[config.mk]
export PLATFORM = sky130hd
export DESIGN_NAME = digit_serial_adder_flat
export DESIGN_NICKNAME = d
export VERILOG_FILES = /design/src/rtl/adder_pkg.sv /design/src/rtl/digit_serial_adder_if.sv /design/src/rtl/digit_serial_adder_digit_adder.sv /design/src/rtl/digit_serial_adder.sv /design/src/flat_wrapper.sv
export SDC_FILE = /design/constraint.sdc
export NUM_CORES = 1
export LEC_CHECK = 0
export ABC_AREA = 1
export BUFFER_PORTS_ARGS = -buffer_cell sky130_fd_sc_hd__buf_2
export CORE_MARGIN = 1
export CORE_UTILIZATION = 40
export CTS_BUF_LIST = sky130_fd_sc_hd__clkbuf_2 sky130_fd_sc_hd__clkbuf_4 sky130_fd_sc_hd__clkbuf_8
export DETAILED_ROUTE_END_ITERATION = 8
export GPL_TIMING_DRIVEN = 0
export PLACE_DENSITY = 0.73
export SLEW_MARGIN = 0
export SYNTH_ARGS = -nofsm -noshare
export SYNTH_HDL_FRONTEND = slang
export SYNTH_SLANG_ARGS = --single-unit
export TNS_END_PERCENT = 10
[constraint.sdc]
create_clock -name clk -period 1.9 [get_ports clk]
set_input_delay 0.095 -clock clk [delete_from_list [all_inputs] [get_ports clk]]
set_output_delay 0.095 -clock clk [all_outputs]
set_load 0.02 [all_outputs]
[src/rtl/adder_pkg.sv]
// Shared types and helpers for the digit-serial adder block: FSM state
// encoding, digit-counter sizing and the full-adder cell equations.
package adder_pkg;

    typedef enum logic [1:0] {
        IDLE = 2'd0,
        RUN  = 2'd1,
        DONE = 2'd2
    } state_t;

    // Counter width able to hold 0..n-1, never narrower than one bit.
    function automatic int cnt_width(input int n);
        if (n <= 1) begin
            return 1;
        end else begin
            return $clog2(n);
        end
    endfunction

    function automatic logic fa_sum(input logic x, input logic y, input logic c);
        return x ^ y ^ c;
    endfunction

    function automatic logic fa_carry(input logic x, input logic y, input logic c);
        return (x & y) | (x & c) | (y & c);
    endfunction

endpackage

[src/rtl/digit_serial_adder_if.sv]
// Operand/result handshake bundle between an operand source (master) and
// the digit-serial adder (slave).
interface digit_serial_adder_if #(
    parameter int WIDTH = 8
);
    logic             start;
    logic [WIDTH-1:0] a;
    logic [WIDTH-1:0] b;
    logic             cin;
    logic             busy;
    logic             done;
    logic [WIDTH-1:0] sum;
    logic             carry;
    logic             ovf;

    modport master (
        output start, a, b, cin,
        input  busy, done, sum, carry, ovf
    );

    modport slave (
        input  start, a, b, cin,
        output busy, done, sum, carry, ovf
    );
endinterface

[src/rtl/digit_serial_adder_digit_adder.sv]
// Combinational DIGIT-bit ripple adder built from full-adder cells; also
// exposes the carry entering the top bit for signed-overflow detection.
module digit_adder
    import adder_pkg::*;
#(
    parameter int DIGIT = 2
) (
    input  logic [DIGIT-1:0] x,
    input  logic [DIGIT-1:0] y,
    input  logic             ci,
    output logic [DIGIT-1:0] s,
    output logic             co,
    output logic             c_top
);

    logic [DIGIT:0] chain_s;

    assign chain_s[0] = ci;

    for (genvar i = 0; i < DIGIT; i++) begin : g_fa
        assign s[i]           = fa_sum(x[i], y[i], chain_s[i]);
        assign chain_s[i + 1] = fa_carry(x[i], y[i], chain_s[i]);
    end

    assign co    = chain_s[DIGIT];
    assign c_top = chain_s[DIGIT - 1];

endmodule

[src/rtl/digit_serial_adder.sv]
// Multi-cycle WIDTH-bit adder: DIGIT bits per clock with a registered carry,
// start/busy/done handshake, and registered sum, carry-out and signed overflow.
module digit_serial_adder
    import adder_pkg::*;
#(
    parameter int WIDTH = 8,
    parameter int DIGIT = 2
) (
    input  logic                 clk,
    input  logic                 rst,
    digit_serial_adder_if.slave  bus
);

    localparam int NDIG = WIDTH / DIGIT;
    localparam int CW   = cnt_width(NDIG);
    localparam logic [CW-1:0] LAST_CNT = CW'(NDIG - 1);

    if ((WIDTH < 1) || (DIGIT < 1) || ((WIDTH % DIGIT) != 0)) begin : g_bad_digit
        $fatal(1, "digit_serial_adder: DIGIT must divide WIDTH exactly");
    end

    state_t           state_r;
    logic [CW-1:0]    cnt_r;
    logic [WIDTH-1:0] a_sr_r;
    logic [WIDTH-1:0] b_sr_r;
    logic [WIDTH-1:0] psum_r;
    logic             carry_r;

    logic [DIGIT-1:0] sum_dig_s;
    logic             co_s;
    logic             c_top_s;
    logic [WIDTH-1:0] psum_next_s;

    digit_adder #(
        .DIGIT (DIGIT)
    ) u_digit_adder (
        .x     (a_sr_r[DIGIT-1:0]),
        .y     (b_sr_r[DIGIT-1:0]),
        .ci    (carry_r),
        .s     (sum_dig_s),
        .co    (co_s),
        .c_top (c_top_s)
    );

    // New digit enters at the MSB end; after NDIG shifts the LSB digit lands at bit 0.
    assign psum_next_s = (psum_r >> DIGIT) | (WIDTH'(sum_dig_s) << (WIDTH - DIGIT));

    // Control FSM, operand/partial-sum shift registers and registered outputs.
    always_ff @(posedge clk or posedge rst) begin
        if (rst) begin
            state_r   <= IDLE;
            cnt_r     <= {CW{1'b0}};
            a_sr_r    <= {WIDTH{1'b0}};
            b_sr_r    <= {WIDTH{1'b0}};
            psum_r    <= {WIDTH{1'b0}};
            carry_r   <= 1'b0;
            bus.busy  <= 1'b0;
            bus.done  <= 1'b0;
            bus.sum   <= {WIDTH{1'b0}};
            bus.carry <= 1'b0;
            bus.ovf   <= 1'b0;
        end else begin
            case (state_r)
                IDLE: begin
                    bus.done <= 1'b0;
                    if (bus.start) begin
                        a_sr_r   <= bus.a;
                        b_sr_r   <= bus.b;
                        carry_r  <= bus.cin;
                        cnt_r    <= {CW{1'b0}};
                        psum_r   <= {WIDTH{1'b0}};
                        bus.busy <= 1'b1;
                        state_r  <= RUN;
                    end else begin
                        bus.busy <= 1'b0;
                        state_r  <= IDLE;
                    end
                end
                RUN: begin
                    a_sr_r  <= a_sr_r >> DIGIT;
                    b_sr_r  <= b_sr_r >> DIGIT;
                    psum_r  <= psum_next_s;
                    carry_r <= co_s;
                    if (cnt_r == LAST_CNT) begin
                        cnt_r     <= {CW{1'b0}};
                        bus.busy  <= 1'b0;
                        bus.done  <= 1'b1;
                        bus.sum   <= psum_next_s;
                        bus.carry <= co_s;
                        bus.ovf   <= c_top_s ^ co_s;
                        state_r   <= DONE;
                    end else begin
                        cnt_r <= cnt_r + 1'b1;
                    end
                end
                DONE: begin
                    bus.busy <= 1'b0;
                    bus.done <= 1'b0;
                    state_r  <= IDLE;
                end
                default: begin
                    bus.busy <= 1'b0;
                    bus.done <= 1'b0;
                    state_r  <= IDLE;
                end
            endcase
        end
    end

endmodule

[src/flat_wrapper.sv]
// flat-port wrapper written by rule: the top's interface ports become plain ports
module digit_serial_adder_flat import adder_pkg::*;
#(
    parameter int WIDTH = 8,
    parameter int DIGIT = 2
)
  (clk, rst, bus_start, bus_a, bus_b, bus_cin, bus_busy, bus_done, bus_sum, bus_carry, bus_ovf);
  digit_serial_adder_if #(.WIDTH(WIDTH)) bus_i ();
  input  logic clk;
  input  logic rst;
  input wire logic [$bits(bus_i.start)-1:0] bus_start;
  input wire logic [$bits(bus_i.a)-1:0] bus_a;
  input wire logic [$bits(bus_i.b)-1:0] bus_b;
  input wire logic [$bits(bus_i.cin)-1:0] bus_cin;
  output wire logic [$bits(bus_i.busy)-1:0] bus_busy;
  output wire logic [$bits(bus_i.done)-1:0] bus_done;
  output wire logic [$bits(bus_i.sum)-1:0] bus_sum;
  output wire logic [$bits(bus_i.carry)-1:0] bus_carry;
  output wire logic [$bits(bus_i.ovf)-1:0] bus_ovf;
  assign bus_i.start = bus_start;
  assign bus_i.a = bus_a;
  assign bus_i.b = bus_b;
  assign bus_i.cin = bus_cin;
  assign bus_busy = bus_i.busy;
  assign bus_done = bus_i.done;
  assign bus_sum = bus_i.sum;
  assign bus_carry = bus_i.carry;
  assign bus_ovf = bus_i.ovf;
  digit_serial_adder #(.WIDTH(WIDTH), .DIGIT(DIGIT)) u_core (.clk(clk), .rst(rst), .bus(bus_i));
endmodule
==> flow_summary.toml, run 1 <==
[clock_network]
numCtsBuffers = 5
clk_latency_ns = 0.29
post-cts-setup-buffers = 0
cts_sinks = 39
cts_tree = "built"
htreeDepth = 2
clk_pin_slew_ns = 0.07
clk_path_buf_depth = 2
root_buffer = "clkbuf_8"

[yosys]
synth-edff-count = 0
syn_inst = 211
synth_top_area_share_pct = 54.24
avgSynthCellArea_um2 = 8.527
synth_cell_type_count = 21
netlist_area_um2 = 1799
yosys.area.top_type = "dfrtp_1"
yosys_warnings = 0
ys_seq_area_share_pct = 54.24
syn_nets = 234
async_reset_ff_share_pct = 100.0
ys_ff_latch = 39
synth_common_cells = "63 x nand2_1, 39 x dfrtp_1, 37 x inv_1"
synth-main-ff-cell = "dfrtp_1"
synth_area_leaders = "dfrtp_1 54%, nand2_1 13%, nand3_1 7.8%"
synth_most_common_cell = "nand2_1"

[global_route]
use_met1_pct = 21.22
grt_pass1_vias = 1311
grt_max_degree = 40
grt_overflow = 0
gr-usage-met3_pct = 4.386
grt_pass1_wl_mm = 6.016
antenna_found_initial = 0
met2_usage_pct = 25.13
grt_busiest_layer = "met2"
grt_use_total_pct = 16.15

[cells_and_area]
layoutNonFillerInstCount = 303
nFillCells = 424
multi_input_area_um2 = 638.1
stdcell_area_um2 = 2136
area_growth_pct = 18.71
finalNetCount = 273
register_area_um2 = 975.9
drive_gt1_share_pct = 24.30
postLayoutCoreUtil_pct = 49.39
antennaDiodeCount = 0

[worst_setup_path]
arrival_ns = 1.99
path_max_fanout = 2
reg2reg_depth = 5
r2r-start = "u_core.carry_r$_DFFE_PP0P_"
worst_setup_path_start_kind = "register"
end_kind = "register"
reg2reg_slack_ns = 0.11
required_ns = 2.10
r2r-end = "u_core.psum_r[7]$_DFFE_PP0P_"
critPathKind = "reg2reg"

[placed_design]
dp_hpwl_mm = 2.442
gp_congestion = 0.8065
portBuffers = 31
post_dp_cell_area_um2 = 2019
dp.cells = 294

[die]
initial_core_util_pct = 41.61
io_pins = 32
dieHeight_um = 69.07
die_width_um = 69.07
core_area_um2 = 4324
rows = 24
die-area_um2 = 4770

[route]
drt_pre_antenna_iters = 4
dr.first_iter.drc_count = 64
wl_per_cell_um = 11.47
route.detailed.drc = 0
via_count = 1399
routed_wl_mm = 3.474
final_antenna_net_count = 0
via_per_inst = 4.617

[hold_path]
hold_path_class = "in2reg"
hold_path_end = "u_core.b_sr_r[7]$_DFFE_PP0P_"
hp-start = "bus_b[7]"
holdPathStages = 3

[pwr]
p_int_w = 0.002162
p_comb_share_pct = 45.1
p_clk_share_pct = 17.0
peakVddDrop_mv = 0.8640
pwr_density_cell_nw_per_um2 = 1721
p_switching_w = 0.001514
switching_share_pct = 41.18
p_leak_nw = 1.182
power_frac_seq_pct = 38.0

[timing]
worstMarginPinSlew_ns = 0.8129
holdWs_ns = 0.01444
fin_skew_ns = 0.006149
tns_ns = 0
slew_violations = 0
max_freq_mhz = 559.2
maxSlewHeadroom_pct = 45.73
period_needed_ns = 1.788
rsz0062_at_grt = "no"
finalHoldViolCount = 0
period_share_pct = 94.11
setup_viol = 0

[run_status]
status = "finished, final reports clean"

[run]
maxCapViolations = 0
-- layout by cell type, fill, tap and decap left out --
cell type      Yosys  routed
nand2_1           63      63
o21ai_1            1       1
buf_6              1       1
o21ai_2            8       8
inv_2              2       3
nand2_4            1       1
dfrtp_1           39      39
nand4_1            1       1
clkbuf_1           2       2
nand3_1           28      28
buf_2              3      34
fa_1               2       1
inv_1             37      36
fa_2               0       1
dlygate4sd3_1      0       1
nand2_2            2       2
clkbuf_4           0       1
nor2_4             1       1
clkbuf_8           0       7
nor2_1             4       4
or2_2              1       1
ha_1               1       1
buf_4              1       1
o21ai_0           12      12
xnor2_1            1       1
-- layout make-up --
type | instances | area share [%]
Sequential cell | 39 | 45.69
Tap cell | 52 | 3.046
Buffer | 7 | 1.933
Inverter | 39 | 6.854
Timing Repair Buffer | 32 | 7.733
Clock buffer | 8 | 4.862
Multi-Input combinational cell | 126 | 29.88
-- worst max-delay path, cell delays in order, from the launching register on --
cell     delay, ns
dfrtp_1       0.40
fa_2          0.41
inv_1         0.08
fa_1          0.44
or2_2         0.30
o21ai_0       0.08
-- registers in the layout, indices dropped and copies added, names as in the netlist --
signal and count:
u_core.a_sr_r 8, u_core.b_sr_r 8, u_core.bus.sum 8, u_core.psum_r 6, u_core.cnt_r 2, u_core.state_r 2, u_core.bus.busy 1, u_core.bus.carry 1
u_core.bus.done 1, u_core.bus.ovf 1, u_core.carry_r 1
-- power groups by stage --
stage,registers (W),clock network (W),logic [W]
6_report,0.00140,0.000624,0.00166
3_5_place_dp,0.00141,0,0.00167
2_1_floorplan,0.00151,0,0.00114
4_1_cts,0.00140,0.000639,0.00168
3_3_place_gp,0.00139,0,0.00162
5_1_grt,0.00144,0.000679,0.00189
-- cells by family after synthesis --
kind of cell	after synthesis	share of synthesized area, %
compound gates	21	7.510
xor+xnor	1	0.4869
fa+ha+maj	3	2.921
buf+inv	46	10.43
flops	39	54.24
simple gates	101	24.41
-- routing by layer --
layer | wire length (um) | up-vias
li1 | - | 725
met1 | 1687 | 638
met2 | 1598 | 30
met3 | 134 | 6
met4 | 53 | 0
met5 | 0 | -
-- worst max-delay path by stage --
stage,from,to,slack (ns),cells past startpoint
2_1_floorplan,u_core.carry_r$_DFFE_PP0P_,u_core.psum_r[7]$_DFFE_PP0P_,0.14,5
5_1_grt,u_core.carry_r$_DFFE_PP0P_,u_core.psum_r[7]$_DFFE_PP0P_,0.06,5
3_5_place_dp,u_core.carry_r$_DFFE_PP0P_,u_core.psum_r[7]$_DFFE_PP0P_,0.06,5
4_1_cts,u_core.carry_r$_DFFE_PP0P_,u_core.psum_r[7]$_DFFE_PP0P_,0.04,5
6_report,u_core.carry_r$_DFFE_PP0P_,u_core.psum_r[7]$_DFFE_PP0P_,0.11,5
3_3_place_gp,u_core.carry_r$_DFFE_PP0P_,u_core.psum_r[7]$_DFFE_PP0P_,0.09,5
-- stage by stage --
step	worst slack, ns	total power [W]
CTS	0.03690	0.003713
floorplan	0.1385	0.002644
detailed placement	0.05951	0.003080
global route	0.06449	0.004006
finish	0.1119	0.003675
global placement	0.09482	0.003014
-- what timing repair did --
item	4_1_cts	5_1_grt
endpoints found under the setup margin	0	1
hold buffers	1	0
gates resized for setup	0	1
endpoints found under the hold margin	39	0
(Power assumes the default switching activity.)
==> run 2: changes to the inputs <==
- CORE_UTILIZATION: 40 -> 30
- PLACE_DENSITY: 0.73 -> 0.6
==> run 2 against run 1 <==
  * Combinational power about the same
  * Via count grew 0.29%
  * Sequential power hardly changed
  * Register-to-register slack improved by 0.03 ns
  * Clock-buffer cell count is 3 lower
  * Design area grew 2.7%
  * First-iteration DRC count up 14%
  * Critical path type unchanged
  * Largest cell class unchanged
  * Highest routed layer unchanged
==> flow_summary.toml, run 2 (same netlist as run 1, synthesis figures left out) <==
[run_status]
status = "finished, final reports clean"

[timing]
period_share_pct = 92.45
setup_viol = 0
maxSlewHeadroom_pct = 44.98
period_needed_ns = 1.757
max_freq_mhz = 569.3
worstMarginPinSlew_ns = 0.8241
layout_setup_ws_ns = 0.1435
rsz0062_at_grt = "no"
tns_ns = 0
slew_violations = 0
holdWs_ns = 0.01630
finalHoldViolCount = 0
fin_skew_ns = 0.005877

[clock_network]
htreeDepth = 2
clk_pin_slew_ns = 0.08
clk_latency_ns = 0.29
root_buffer = "clkbuf_8"
cts_tree = "built"
numCtsBuffers = 5
post-cts-setup-buffers = 0
clk_path_buf_depth = 2
cts_sinks = 39

[run]
maxCapViolations = 0

[placed_design]
gp_congestion = 0.7577
dp.cells = 314
dp_slack_ns = 0.07969
portBuffers = 31
dp_hpwl_mm = 2.584

[worst_setup_path]
path_max_fanout = 2
arrival_ns = 1.97
cp_num_cells = 5
reg2reg_depth = 5
cp_num_buf_inv = 1
end_kind = "register"
r2r-start = "u_core.carry_r$_DFFE_PP0P_"
r2r-end = "u_core.psum_r[7]$_DFFE_PP0P_"
critPathSlowestCell = "fa_1"
critPathKind = "reg2reg"
reg2reg_slack_ns = 0.14
crit_chain = "fa_2 -> inv_1 -> fa_1 -> or2_2 -> o21ai_0"
cpPeakStageDelay_ns = 0.43
required_ns = 2.11
worst_setup_path_start_kind = "register"
endpoint = "u_core.psum_r[7]$_DFFE_PP0P_"
crit_start = "u_core.carry_r$_DFFE_PP0P_"
cpLargestDelayFamily = "adder cells"

[die]
die_width_um = 79.45
initial_core_util_pct = 31.89
dieHeight_um = 79.45
rows = 27
die-area_um2 = 6312
io_pins = 32
core_area_um2 = 5642

[pwr]
peakVddDrop_mv = 0.7818
p_switching_w = 0.001535
p_int_w = 0.002338
p_comb_share_pct = 42.7
p_leak_nw = 1.192
pwr_density_cell_nw_per_um2 = 1765
switching_share_pct = 39.63
p_clk_share_pct = 21.2
power_frac_seq_pct = 36.1

[global_route]
grt_use_total_pct = 13.79
gr-usage-met3_pct = 3.886
grt_pass1_wl_mm = 6.568
grt_pass1_vias = 1412
grt_overflow = 0
antenna_found_initial = 0
use_met1_pct = 18.08
grt_max_degree = 40
met2_usage_pct = 21.54
grt_busiest_layer = "met2"

[cells_and_area]
antennaDiodeCount = 0
drive_gt1_share_pct = 24.30
final_common_cell = "nand2_1"
area_growth_pct = 21.91
layout_common_cells = "63 x nand2_1, 39 x dfrtp_1, 36 x inv_1"
postLayoutCoreUtil_pct = 38.88
finalNetCount = 273
layoutNonFillerInstCount = 323
reg_top3 = "u_core.a_sr_r (8), u_core.b_sr_r (8), u_core.bus.sum (8)"

[route]
via_per_inst = 4.344
route.detailed.drc = 0
final_antenna_net_count = 0
via_count = 1403
drt_pre_antenna_iters = 4
dr.first_iter.drc_count = 73
wl_per_cell_um = 11.50
routed_wl_mm = 3.715

[hold_path]
hold_path_class = "in2reg"
-- run 2: cell count changes in the layout (fill, tap and decap cells not counted), sizes merged --
| cell | before | now |
|---|---|---|
| clkinvlp | 0 | 1 |
| bufinv | 0 | 2 |
| clkbuf | 10 | 7 |
-- run 2: worst min-delay path by stage --
stage | start | endpoint | slack, ns | cells after the start
after global placement | bus_a[7] | u_core.a_sr_r[7]$_DFFE_PP0P_ | 0.30 | 3
after CTS | bus_b[7] | u_core.b_sr_r[7]$_DFFE_PP0P_ | 0.006 | 3
final | bus_b[6] | u_core.b_sr_r[6]$_DFFE_PP0P_ | 0.02 | 3
after floorplan | bus_a[6] | u_core.a_sr_r[6]$_DFFE_PP0P_ | 0.22 | 2
after detailed placement | rst | u_core.bus.sum[1]$_DFFE_PP0P_ | 0.31 | 2
after global routing | bus_b[7] | u_core.b_sr_r[7]$_DFFE_PP0P_ | 0.03 | 3
-- run 2: power groups by stage --
stage	clock network, W	logic [W]	registers, W
after detailed placement	0	0.00168	0.00141
after global placement	0	0.00164	0.00140
after floorplan	0	0.00114	0.00151
after global routing	0.000877	0.00193	0.00145
final	0.000821	0.00165	0.00140
after CTS	0.000850	0.00168	0.00140
-- run 2: routing by layer --
metal,part of all wire [%],vias to the layer above
li1,-,729
met1,49,638
met2,46,31
met3,4.3,5
met4,1.0,0
met5,0,-
-- run 2: timing repair --
item | CTS | global route
hold buffers | 1 | 0
endpoints found under the hold margin | 29 | 0
resized for setup | 0 | 1
setup endpoints to repair | 0 | 1
-- run 2: through the flow --
step                      area (um^2)  power, W
final                            2193  0.003872
after global routing             2193  0.004260
after CTS                        2191  0.003934
after detailed placement         2044  0.003089
after global placement           2044  0.003042
after floorplan                  1799  0.002644
-- run 2: worst register-to-register path: cells and delay by family, from the launching register on --
kind / cells / cell delay, ns
fa+ha+maj: 2 / 0.84
flops: 1 / 0.41
simple gates: 1 / 0.30
buf+inv: 1 / 0.08
compound gates: 1 / 0.07
-- run 2: cell type report --
type	count	area (um^2)
Clock inverter	3	67.56
Buffer	7	41.29
Clock buffer	5	68.82
Fill cell	583	3448
Multi-Input combinational cell	126	638.1
Inverter	39	146.4
Timing Repair Buffer	32	165.2
Tap cell	72	90.09
Sequential cell	39	975.9
